[config.mk]
export PLATFORM = sky130hd
export DESIGN_NAME = uart_tx_buffered
export DESIGN_NICKNAME = d
export VERILOG_FILES = /design/src/rtl/uart_tx_buffered.sv
export SDC_FILE = /design/constraint.sdc
export NUM_CORES = 1
export LEC_CHECK = 0
export ABC_AREA = 1
export BUFFER_PORTS_ARGS = -buffer_cell sky130_fd_sc_hd__buf_2
export CAP_MARGIN = 40
export CELL_PAD_IN_SITES_DETAIL_PLACEMENT = 1
export CELL_PAD_IN_SITES_GLOBAL_PLACEMENT = 1
export CORE_ASPECT_RATIO = 1.75
export CORE_MARGIN = 5
export CORE_UTILIZATION = 44
export DETAILED_ROUTE_END_ITERATION = 6
export PLACE_DENSITY_LB_ADDON = 0.1
export SYNTH_ARGS = -nofsm -noshare
export SYNTH_HDL_FRONTEND = slang
export SYNTH_SLANG_ARGS = --single-unit
export TNS_END_PERCENT = 50
[constraint.sdc]
create_clock -name clk -period 2.75 [get_ports clk]
set_input_delay 0.55 -clock clk [delete_from_list [all_inputs] [get_ports clk]]
set_output_delay 0.55 -clock clk [all_outputs]
set_load 0.02 [all_outputs]
[src/rtl/uart_tx_buffered.sv]
// Byte FIFO feeding an 8N1 UART transmitter: bytes from the framer are buffered and
// shifted out LSB first on a registered, idle-high tx line.
module uart_tx_buffered #(
    parameter int CLKS_PER_BIT = 868,
    parameter int DEPTH        = 16
) (
    input  logic                     clk,
    input  logic                     rst,
    input  logic [7:0]               wr_data_i,
    input  logic                     wr_en_i,
    output logic                     full_o,
    output logic                     empty_o,
    output logic [$clog2(DEPTH):0]   level_o,
    output logic                     overflow_o,
    output logic                     busy_o,
    output logic                     tx_o,
    output logic [1:0]               state_o
);

    localparam int AW = $clog2(DEPTH);
    localparam int LW = AW + 1;
    localparam int BW = (CLKS_PER_BIT > 1) ? $clog2(CLKS_PER_BIT) : 1;

    typedef enum logic [1:0] {
        ST_IDLE  = 2'd0,
        ST_START = 2'd1,
        ST_DATA  = 2'd2,
        ST_STOP  = 2'd3
    } state_t;

    logic [7:0]    mem [DEPTH];
    logic [AW-1:0] wr_ptr;
    logic [AW-1:0] rd_ptr;
    logic [LW-1:0] count;

    state_t        state;
    logic [BW-1:0] baud;
    logic [2:0]    bit_idx;
    logic [7:0]    shift;

    logic push;
    logic pop;
    logic baud_end;

    // Handshake: a byte transfers on every rising edge where wr_en_i=1 and full_o=0.
    // full_o comes only from the registered count, so upstream may build wr_en_i from it.
    assign full_o   = (count == LW'(DEPTH));
    assign empty_o  = (count == '0);
    assign level_o  = count;
    assign state_o  = state;

    assign push     = wr_en_i && !full_o;
    assign baud_end = (baud == BW'(CLKS_PER_BIT - 1));
    assign pop      = !empty_o &&
                      ((state == ST_IDLE) || ((state == ST_STOP) && baud_end));

    always_ff @(posedge clk) begin
        if (push) begin
            mem[wr_ptr] <= wr_data_i;
        end
    end

    always_ff @(posedge clk) begin
        if (rst) begin
            wr_ptr     <= '0;
            rd_ptr     <= '0;
            count      <= '0;
            overflow_o <= 1'b0;
        end else begin
            if (push) begin
                wr_ptr <= wr_ptr + AW'(1);
            end
            if (pop) begin
                rd_ptr <= rd_ptr + AW'(1);
            end
            case ({push, pop})
                2'b10:   count <= count + LW'(1);
                2'b01:   count <= count - LW'(1);
                default: count <= count;
            endcase
            // A refused write is sticky evidence that the framer ignored back-pressure.
            if (wr_en_i && full_o) begin
                overflow_o <= 1'b1;
            end
        end
    end

    // tx_o and busy_o are loaded with the value of the state being entered,
    // so the line changes exactly on the edge the state changes.
    always_ff @(posedge clk) begin
        if (rst) begin
            state   <= ST_IDLE;
            baud    <= '0;
            bit_idx <= '0;
            shift   <= '0;
            tx_o    <= 1'b1;
            busy_o  <= 1'b0;
        end else begin
            case (state)
                ST_IDLE: begin
                    tx_o   <= 1'b1;
                    busy_o <= 1'b0;
                    if (pop) begin
                        shift  <= mem[rd_ptr];
                        baud   <= '0;
                        state  <= ST_START;
                        tx_o   <= 1'b0;
                        busy_o <= 1'b1;
                    end
                end
                ST_START: begin
                    if (baud_end) begin
                        baud    <= '0;
                        bit_idx <= '0;
                        state   <= ST_DATA;
                        tx_o    <= shift[0];
                    end else begin
                        baud <= baud + BW'(1);
                    end
                end
                ST_DATA: begin
                    if (baud_end) begin
                        baud  <= '0;
                        shift <= {1'b0, shift[7:1]};
                        if (bit_idx == 3'd7) begin
                            state <= ST_STOP;
                            tx_o  <= 1'b1;
                        end else begin
                            bit_idx <= bit_idx + 3'd1;
                            tx_o    <= shift[1];
                        end
                    end else begin
                        baud <= baud + BW'(1);
                    end
                end
                ST_STOP: begin
                    if (baud_end) begin
                        baud <= '0;
                        if (pop) begin
                            // Back-to-back frame: no idle gap after the stop bit.
                            shift <= mem[rd_ptr];
                            state <= ST_START;
                            tx_o  <= 1'b0;
                        end else begin
                            state  <= ST_IDLE;
                            tx_o   <= 1'b1;
                            busy_o <= 1'b0;
                        end
                    end else begin
                        baud <= baud + BW'(1);
                    end
                end
                default: begin
                    state  <= ST_IDLE;
                    tx_o   <= 1'b1;
                    busy_o <= 1'b0;
                end
            endcase
        end
    end

endmodule

==> results of run 1 <==
[kinds of logic (layout without fill, tap and decap cells)]
family	Yosys count	in the layout	synth area share, %
adder cells (fa/ha/maj)	18	18	2.90
AO/OA/AOI/OAI	69	69	4.85
XOR/XNOR	10	10	1.13
AND/OR/NAND/NOR	430	430	23.4
flip-flops	171	171	60.6
buffers and inverters	140	189	7.10
[stage by stage]
stage / instances / TNS, ns / util [%]
4_1_cts: 1117 / 0 / 50.4
6_report: 1118 / 0 / 50.6
3_3_place_gp: 1085 / 0 / 47.0
5_1_grt: 1118 / 0 / 50.6
2_1_floorplan: 838 / 0 / -
3_5_place_dp: 1085 / -0.0193 / 47.0
[layout by cell type, fill, tap and decap left out, types with 4 or more instances in the layout]
master	synthesis	layout
a21oi_1	28	28
buf_2	10	22
buf_4	1	25
clkbuf_16	0	18
dfxtp_1	43	39
dfxtp_2	0	4
edfxtp_1	128	128
ha_1	18	17
inv_1	108	108
inv_6	0	5
nand2_1	234	234
nand3_1	98	98
nor2_1	79	78
nor3_1	5	5
o21ai_0	33	33
xor2_1	9	8
[area by class of cell]
type	count	area share, %
multi-input combinational	527	28.7
tap	231	3.27
clock inverter	13	1.47
clock buffer	19	5.15
inverter	110	4.68
timing repair buffer	47	3.37
sequential	171	53.4
[per-layer routing]
layer,wire [um],vias to the layer above,GRT usage [%],share of wire (%)
met5,0,-,0,0
li1,-,2792,-,-
met2,12100,62,42.5,59
met4,615,0,10.2,3.0
met1,7530,2870,20.8,37
met3,329,35,2.44,1.6
[worst max-delay path, delay by kind of cell (launching register included)]
| kind | cells | cell delay, ns |
|---|---|---|
| DFF | 1 | 0.35 |
| buffers and inverters | 4 | 0.43 |
| AOI/OAI and AO/OA | 1 | 0.14 |
| adders and majority gates | 3 | 0.61 |
| xor gates and xnor gates | 2 | 0.33 |
| and+or+nand+nor | 6 | 0.58 |
[synth_stat cells]
| master | number | share of area (%) |
|---|---|---|
| buf_1 | 3 | 0.14 |
| a21oi_1 | 28 | 1.8 |
| and3_1 | 1 | 0.081 |
| a211oi_1 | 2 | 0.19 |
| inv_2 | 1 | 0.048 |
| nand2_4 | 3 | 0.43 |
| a21oi_4 | 1 | 0.21 |
| o21ai_0 | 33 | 2.1 |
| clkbuf_8 | 1 | 0.18 |
| nor2_2 | 1 | 0.081 |
| xnor2_1 | 1 | 0.11 |
| a31o_2 | 1 | 0.11 |
| or2_2 | 1 | 0.081 |
| clkinv_1 | 1 | 0.048 |
| nor2_1 | 79 | 3.8 |
| buf_2 | 10 | 0.64 |
| nor3_1 | 5 | 0.32 |
| xor2_1 | 9 | 1.0 |
| nand3_1 | 98 | 6.3 |
| a21o_2 | 1 | 0.11 |
| ha_1 | 18 | 2.9 |
| nand4_1 | 2 | 0.16 |
| o221ai_1 | 1 | 0.11 |
| inv_1 | 108 | 5.2 |
| dfxtp_1 | 43 | 11 |
| nand2_1 | 234 | 11 |
| nand3_4 | 2 | 0.45 |
| nand2_2 | 3 | 0.24 |
| a31oi_1 | 1 | 0.081 |
| clkbuf_1 | 15 | 0.72 |
| edfxtp_1 | 128 | 49 |
| buf_4 | 1 | 0.097 |
| o21bai_1 | 1 | 0.097 |
| nor2_4 | 1 | 0.14 |
[worst min path at each step]
stage                            end  slack, ns
final                     overflow_o       0.37
after CTS                 overflow_o       0.37
after global routing      overflow_o       0.42
after detailed placement  overflow_o       0.48
after global placement    overflow_o       0.45
after floorplan              baud[4]       0.45
[state kept, by name, indices dropped and copies added, names as in the netlist, 2 cells and up, named ones only]
name     flops
shift        8
baud        10
level_o      5
rd_ptr       4
bit_idx      3
state_o      2
mem        128
wr_ptr       4
[what timing repair did]
action	CTS	global route
buffers inserted	0	1
setup endpoints to repair	1	1
pin swaps	0	1
gates resized for setup	1	6
[power by group]
part,switching [mW],internal [mW]
sequential,0.125,2.94
clock,1.07,1.32
combinational,1.65,0.730
==> qor.yml, run 1 <==
min_period_over_period_pct: 91.0
start_util_pct: 44.5
hold-path-cell-count: 3
crit_end: "level_o[4]"
end_kind: "register"
syn-num-nets: 867
n_antenna_cell: 0
post-place-ws_ns: -0.0193
fp.dieW_um: 110
synthesis.area_mm2: 0.00777
final_area_mm2: 0.00883
timing.rr.end: "level_o[4]"
grt_overflow: 0
yosys_warnings: 0
placed_cell_area_mm2: 0.00821
path_cells: "inv_1 -> ha_1 -> inv_1 -> nand2_4 -> nand3_4 -> inv_1 -> ha_4 -> xor2_2 -> ha_1 -> inv_1 -> nand2_1 -> nand3_1 -> nand2_1 -> xor2_1 -> nand2_1 -> a21oi_1"
vias: 5759
start_kind: "register"
cap_violations: 0
grt_pass1_wl_mm: 33.2
avgSynthCellArea_um2: 9.27
ys_ff_latch: 171
clkTransAtPathRegs_ns: 0.07
register_area_mm2: 0.00471
num_rows: 64
cts_buffer_depth: 2
synth-seq-area-share_pct: 60.6
drcViolationCount: 0
max_slew_margin_pct: 52.0
crit_top_cell: "inv_1"
core_region_area_mm2: 0.0175
clock_sinks: 171
ctsHtreeMaxLevel: 4
hold_viol_final: 0
syn_inst: 838
ant_nets: 0
slowest_stage: "dfxtp_1"
grt_usage_pct: 21.0
run_status: "finished clean"
critPathMaxFanout: 6
postCtsHoldBufs: 0
dp_hpwl_mm: 14.3
die_h_um: 186
irDropWorstVdd_mv: 0.464
routabilityCongestion: 0.851
p_leak_nw: 3.68
wl_mm: 20.6
dr.pass1.iters: 4
drv_slew: 0
drive_gt1_share_pct: 11.3
crit_path_max_incr_delay_ns: 0.35
crit_path_start: "state_o[1]"
drt_iter0_drc: 208
fin_ws_ns: 0.248
layout.nets: 903
nFillCells: 2055
crit_arrival_ns: 2.87
port_buffers: 22
grt_pass1_vias: 6344
cts-root-buf: "clkbuf_16"
grt_start_max_net_pins: 67
path_class: "reg -> reg"
hold_start: "wr_en_i"
min_period_ns: 2.50
fmax_mhz: 400
tightest_slew_ns: 0.720
timing.hold.ws_ns: 0.370
antenna_found_initial: 0
avgViaCountPerCell: 5.15
worstHoldPathType: "in -> reg"
die-area_mm2: 0.0205
reg2reg_depth: 16
r2r_start: "state_o[1]"
cts_buffers: 17
grt_setup_unrepaired: "no"
routedWlPerCell_um: 18.4
worst-r2r-setup-slack_ns: 0.25
finClkSkew_ns: 0.00944
area_growth_pct: 13.6
setup_viol: 0
synth_cell_type_count: 34
multiInputGateArea_mm2: 0.00253
worstPathRequired_ns: 3.12
ios: 23
p_per_area_mw_per_mm2: 888
insertion_delay_ns: 0.44
p_total_mw: 7.84
cts_tree: "yes"
No activity file was read; power rests on OpenSTA's default activity.
==> run 2, diff against run 1 <==
==> constraint.sdc (replaced) <==
create_clock -name clk -period 2.75 [get_ports clk]
set_input_delay 0.6875 -clock clk [delete_from_list [all_inputs] [get_ports clk]]
set_output_delay 0.6875 -clock clk [all_outputs]
set_load 0.02 [all_outputs]
==> run 2 against run 1 <==
  * Critical path type unchanged
  * Register-to-register slack worse by 0.06 ns
  * Highest routed layer unchanged
  * Largest power group unchanged
  * Via count down 1.3%
  * Worst hold slack better by 0.11 ns
  * Clock power down 5%
  * Wire length down 3.5%
  * Setup slack worse by 0.056 ns
  * Non-clock buffer count up 4
==> qor.yml, run 2 (synthesis results as in run 1) <==
run_status: "finished clean"
grt_overflow: 0  # unchanged
die-area_mm2: 0.0205  # unchanged
p_leak_nw: 3.69  # +0.36%
layout_common_cells: "nand2_1 (234), edfxtp_1 (128), inv_1 (107)"
place_inst: 1087  # +0.18%
cts_buffers: 17  # unchanged
crit_path_max_incr_delay_ns: 0.38  # +0.03 ns
grt_start_max_net_pins: 41  # -39%
slowest_stage: "dfxtp_2"
num_rows: 64  # unchanged
port_buffers: 22  # unchanged
multiInputGateArea_mm2: 0.00253  # about the same
start_util_pct: 44.5  # unchanged
die_h_um: 186  # unchanged
end_kind: "register"
worstPathRequired_ns: 3.11  # about the same
drv_slew: 0  # unchanged
crit_arrival_ns: 2.92  # +0.05 ns
layoutNonFillerInstCount: 1122  # +0.36%
drive_gt1_share_pct: 11.4  # +0.17 points
hold-path-cell-count: 2  # -1
crit_top_cell: "nand2_1"
fp.dieW_um: 110  # unchanged
antenna_found_initial: 0  # unchanged
area_growth_pct: 13.6  # about the same
cap_violations: 0  # unchanged
reg_top3: "mem (128), baud (10), shift (8)"
path_class: "reg -> reg"
routedWlPerCell_um: 17.7  # -3.8%
min_period_over_period_pct: 93.0  # +2.0 points
cts-root-buf: "clkbuf_16"
max_slew_margin_pct: 50.3  # -1.7 points
postCtsHoldBufs: 0  # unchanged
grt_pass1_wl_mm: 32.2  # -3.2%
grt_pass1_vias: 6252  # -1.5%
clkTransAtPathRegs_ns: 0.07  # about the same
min_period_ns: 2.56  # +0.0562 ns
top_register: "mem"
ctsHtreeMaxLevel: 4  # unchanged
dr.pass1.iters: 4  # unchanged
cts_buffer_depth: 2  # unchanged
core_region_area_mm2: 0.0175  # unchanged
vias: 5684  # -1.3%
ant_nets: 0  # unchanged
largest_register_ffs: 128  # unchanged
setup_viol: 0  # unchanged
hold_viol_final: 0  # unchanged
wl_mm: 19.9  # -3.5%
fmax_mhz: 391  # -2.2%
setup_tns_ns: 0  # unchanged
finClkSkew_ns: 0.0130  # +0.00360 ns
nFillCells: 2099  # +2.1%
ios: 23  # unchanged
cts_tree: "yes"
routabilityCongestion: 0.871  # +2.3%
dp_hpwl_mm: 14.2  # -0.51%
drcViolationCount: 0  # unchanged
p_per_area_mw_per_mm2: 875  # -1.4%
avgViaCountPerCell: 5.07  # -1.7%
n_antenna_cell: 0  # unchanged
layout.nets: 907  # +0.44%
irDropWorstVdd_mv: 0.496  # +7.0%
drt_iter0_drc: 177  # -15%
path_cells: "ha_1 -> nand2_1 -> nor2_2 -> nand3_4 -> nand2_4 -> nand3_4 -> inv_2 -> ha_4 -> xor2_2 -> ha_1 -> inv_1 -> nand2_1 -> nand3_1 -> nand2_1 -> xor2_1 -> nand2_1 -> a21oi_1"
p_total_mw: 7.72  # -1.5%
worst-r2r-setup-slack_ns: 0.19  # -0.06 ns
start_kind: "register"
final_common_cell: "nand2_1"
critPathMaxFanout: 6  # unchanged
register_area_mm2: 0.00471  # about the same
insertion_delay_ns: 0.43  # about the same
tightest_slew_ns: 0.744  # +0.0245 ns
clock_sinks: 171  # unchanged
reg2reg_depth: 17  # +1
grt_usage_pct: 20.1  # -0.84 points
worstHoldPathType: "reg -> reg"
run 2: cell types whose count changed in the layout (fill, tap and decap cells not counted), sizes merged:
| cell | previous run | this run |
|---|---|---|
| buf | 47 | 51 |
| bufinv | 1 | 0 |
| clkbuf | 19 | 20 |
| clkinv | 4 | 3 |
| inv | 115 | 118 |
| clkinvlp | 3 | 1 |
run 2: what timing repair did:
action	in CTS	in global routing
pin swaps	0	1
buffers inserted	0	3
endpoints found under the setup margin	1	2
gates resized for setup	2	4
run 2: metal layers:
metal	global-route usage, %	vias up	routed length [um]	part of all wire [%]
met3	3.48	25	428	2.2
li1	-	2806	-	-
met1	20.3	2780	7420	37
met4	7.59	0	433	2.2
met2	40.7	73	11600	58
met5	0	-	0	0
run 2: critical path, delay by kind of cell (launching register included):
kind                       cells  cell delay (ns)
and+or+nand+nor                9             0.96
adders and majority gates      3             0.56
DFF                            1             0.38
xor gates and xnor gates       2             0.32
buffers and inverters          2             0.15
AOI/OAI and AO/OA              1             0.12
run 2: cell type report:
type / instances / share of cell area (%)
clock buffer: 20 / 5.19
clock inverter: 12 / 1.11
inverter: 110 / 4.68
multi-input combinational: 527 / 28.7
sequential: 171 / 53.4
tap: 231 / 3.28
timing repair buffer: 51 / 3.72
run 2: power breakdown:
| group | leakage (nW) | switching [mW] | total (mW) | internal (mW) |
|---|---|---|---|---|
| Clock | 0.275 | 1.04 | 2.27 | 1.23 |
| Sequential | 1.51 | 0.122 | 3.06 | 2.94 |
| Combinational | 1.91 | 1.64 | 2.39 | 0.750 |
| Total | 3.69 | 2.80 | 7.72 | 4.93 |
run 2: through the flow:
stage | util (%) | cell area (um^2) | setup WS (ns) | hold slack, ns
6_report | 50.5 | 8820 | 0.192 | 0.484
5_1_grt | 50.5 | 8820 | -0.00818 | 0.520
4_1_cts | 50.3 | 8780 | 0.0544 | 0.492
3_5_place_dp | 47.1 | 8220 | -0.0332 | 0.473
3_3_place_gp | 47.1 | 8220 | 0.132 | 0.454
2_1_floorplan | - | 7770 | 0.214 | 0.454
run 2: final timing paths:
kind / from / end
max: baud[0] / level_o[4]
min reg2reg: overflow_o / overflow_o
max reg2reg: baud[0] / level_o[4]
min: overflow_o / overflow_o
==> run 3, diff against run 2 <==
--- a/config.mk
+++ b/config.mk
@@ -6,6 +6,7 @@
 export NUM_CORES = 1
 export LEC_CHECK = 0
 export ABC_AREA = 1
+export ABC_CLOCK_PERIOD_IN_PS = 2750
 export BUFFER_PORTS_ARGS = -buffer_cell sky130_fd_sc_hd__buf_2
 export CAP_MARGIN = 40
 export CELL_PAD_IN_SITES_DETAIL_PLACEMENT = 1
@@ -14,7 +15,9 @@
 export CORE_MARGIN = 5
 export CORE_UTILIZATION = 44
 export DETAILED_ROUTE_END_ITERATION = 6
+export GPL_TIMING_DRIVEN = 0
 export PLACE_DENSITY_LB_ADDON = 0.1
+export SLEW_MARGIN = 15
 export SYNTH_ARGS = -nofsm -noshare
 export SYNTH_HDL_FRONTEND = slang
 export SYNTH_SLANG_ARGS = --single-unit
==> run 3 against run 2 <==
  * Total power up 2.9%
  * First-iteration DRC count rose by 53%
  * Non-clock buffer count up 6
  * Utilization about the same
  * Worst hold slack worse by 0.00070 ns
  * Sequential share of layout area about the same
  * Combinational power is 3% higher
  * Fmax is 1.4% higher
  * Register-to-register slack better by 0.04 ns
  * Sequential cell count unchanged
  * Critical endpoint unchanged
  * Largest cell class unchanged
  * Largest power group unchanged
==> qor.yml, run 3 (synthesis results as in run 1) <==
run_status: "finished clean"
drv_slew: 0  # unchanged
max_slew_margin_pct: 41.1  # -9.3 points
num_rows: 64  # unchanged
cts_buffer_depth: 2  # unchanged
setup_viol: 0  # unchanged
min_period_ns: 2.52  # -0.0362 ns
worstPathRequired_ns: 3.12  # about the same
grt_setup_unrepaired: "no"
clock_sinks: 171  # unchanged
cts-root-buf: "clkbuf_16"
irDropWorstVdd_mv: 0.589  # +19%
combPwrFrac_pct: 31.1  # +0.2 points
finClkSkew_ns: 0.0155  # +0.00249 ns
antenna_found_initial: 0  # unchanged
drt_iter0_drc: 270  # +53%
netSwitchingPower_mw: 3.02  # +8.0%
nFillCells: 2083  # -0.76%
p_leak_nw: 3.67  # -0.73%
insertion_delay_ns: 0.44  # about the same
ctsHtreeMaxLevel: 4  # unchanged
critPathBufInv: 2  # unchanged
fmax_mhz: 397  # +1.4%
avgViaCountPerCell: 5.13  # +1.2%
largest_register_ffs: 128  # unchanged
n_antenna_cell: 0  # unchanged
swShare_pct: 38.0  # +1.8 points
layout.nets: 913  # +0.66%
clkTransAtPathRegs_ns: 0.08  # about the same
routedWlPerCell_um: 19.5  # +10%
fp.dieW_um: 110  # unchanged
drcViolationCount: 0  # unchanged
multiInputGateArea_mm2: 0.00253  # about the same
wl_mm: 22.0  # +11%
postCtsHoldBufs: 0  # unchanged
core_region_area_mm2: 0.0175  # unchanged
area_growth_pct: 13.6  # about the same
min_period_over_period_pct: 91.7  # -1.3 points
end_kind: "register"
internal_power_mw: 4.92  # about the same
die_h_um: 186  # unchanged
p_seq_share_pct: 38.7  # -0.9 points
grt_pass1_wl_mm: 34.5  # +7.2%
final_area_mm2: 0.00883  # about the same
tightest_slew_ns: 0.881  # +0.136 ns
worstHoldPathType: "reg -> reg"
cp_top_family: "simple AND/OR/NAND/NOR gates"
place_inst: 1091  # +0.37%
cts_buffers: 17  # unchanged
crit_top_cell: "nand2_1"
start_util_pct: 44.5  # unchanged
drive_gt1_share_pct: 10.4  # -1.1 points
dr.pass1.iters: 4  # unchanged
p_clk_share_pct: 30.3  # +0.9 points
p_per_area_mw_per_mm2: 900  # +2.9%
crit_arrival_ns: 2.89  # -0.03 ns
vias: 5785  # +1.8%
final_common_cell: "nand2_1"
hold_viol_final: 0  # unchanged
ios: 23  # unchanged
grt_overflow: 0  # unchanged
grt_pass1_vias: 6369  # +1.9%
cap_violations: 0  # unchanged
top_register: "mem"
path_class: "reg -> reg"
crit_path_max_incr_delay_ns: 0.39  # about the same
critPathMaxFanout: 6  # unchanged
worst-r2r-setup-slack_ns: 0.23  # +0.04 ns
grt_usage_pct: 22.1  # +1.9 points
grt_start_max_net_pins: 20  # -51%
port_buffers: 22  # unchanged
reg_top3: "mem (128), baud (10), shift (8)"
slowest_stage: "dfxtp_4"
die-area_mm2: 0.0205  # unchanged
placed_cell_area_mm2: 0.00817  # -0.70%
register_area_mm2: 0.00471  # about the same
dp_hpwl_mm: 15.8  # +11%
cts_tree: "yes"
routabilityCongestion: 0.871  # about the same
layoutNonFillerInstCount: 1128  # +0.53%
ant_nets: 0  # unchanged
layout_common_cells: "nand2_1 (234), edfxtp_1 (128), inv_1 (107)"
path_cells: "ha_1 -> nand2_1 -> nor2_2 -> nand3_4 -> nand2_4 -> nand3_4 -> inv_2 -> ha_4 -> xor2_1 -> ha_1 -> inv_1 -> nand2_1 -> nand3_1 -> nand2_1 -> xor2_1 -> nand2_1 -> a21oi_1"
start_kind: "register"
==> run 3: cell count changes in the layout (fill, tap and decap cells not counted), sizes merged <==
cell      change
buf          -10
clkbuf       +13
clkinv        +5
clkinvlp      -1
inv           -1
==> run 3: power groups by stage <==
| stage | sequential [mW] | combinational (mW) | clock [mW] |
|---|---|---|---|
| finish | 3.07 | 2.47 | 2.41 |
| detailed placement | 3.12 | 2.40 | 0 |
| global route | 3.09 | 2.77 | 2.57 |
| floorplan | 3.15 | 1.57 | 0 |
| CTS | 3.07 | 2.46 | 2.45 |
| global placement | 3.11 | 2.28 | 0 |
==> run 3: per-stage QoR <==
stage	setup slack, ns	total power, mW	util (%)	TNS, ns	hold WS (ns)
final	0.228	7.95	50.6	0	0.483
after global routing	0.00490	8.43	50.6	0	0.518
after CTS	0.0271	7.98	50.3	0	0.492
after detailed placement	-0.249	5.52	46.8	-0.353	0.471
after global placement	-0.121	5.39	46.8	-0.121	0.445
after floorplan	0.214	4.72	-	0	0.454
==> run 3: routing by layer <==
metal  share of wire, %  routed length [um]  GRT usage (%)  up-vias
met4                5.2                1140           11.3        0
met5                  0                   0              0        -
met3                1.9                 421           3.45       45
li1                   -                   -              -     2815
met2                 56               12300           43.6       96
met1                 37                8130           22.0     2829
==> run 3: area by class of cell <==
cell class,instances,area share (%)
clock inverter,15,1.97
multi-input combinational,527,28.6
tap,231,3.27
timing repair buffer,27,1.67
sequential,171,53.4
clock buffer,17,4.82
buffer,30,1.57
inverter,110,4.68
==> run 3: worst paths after layout <==
kind                     end  cells past startpoint       start
hold / removal    overflow_o                      2  overflow_o
setup / recovery  level_o[4]                     17     baud[0]
setup reg to reg  level_o[4]                     17     baud[0]
hold reg to reg   overflow_o                      2  overflow_o
==> run 3: timing repair <==
action                                  in CTS  in global routing
endpoints found under the setup margin       3                  2
cloned                                       0                  0
gates resized for setup                      3                  6
setup buffers                                1                  3
pin swaps                                    0                  2
==> run 3: worst min-delay path, delay by kind of cell (launching register included) <==
| family | cells | cell delay [ns] |
|---|---|---|
| flip-flops | 1 | 0.33 |
| AND/OR/NAND/NOR | 1 | 0.08 |
| AO/OA/AOI/OAI | 1 | 0.04 |
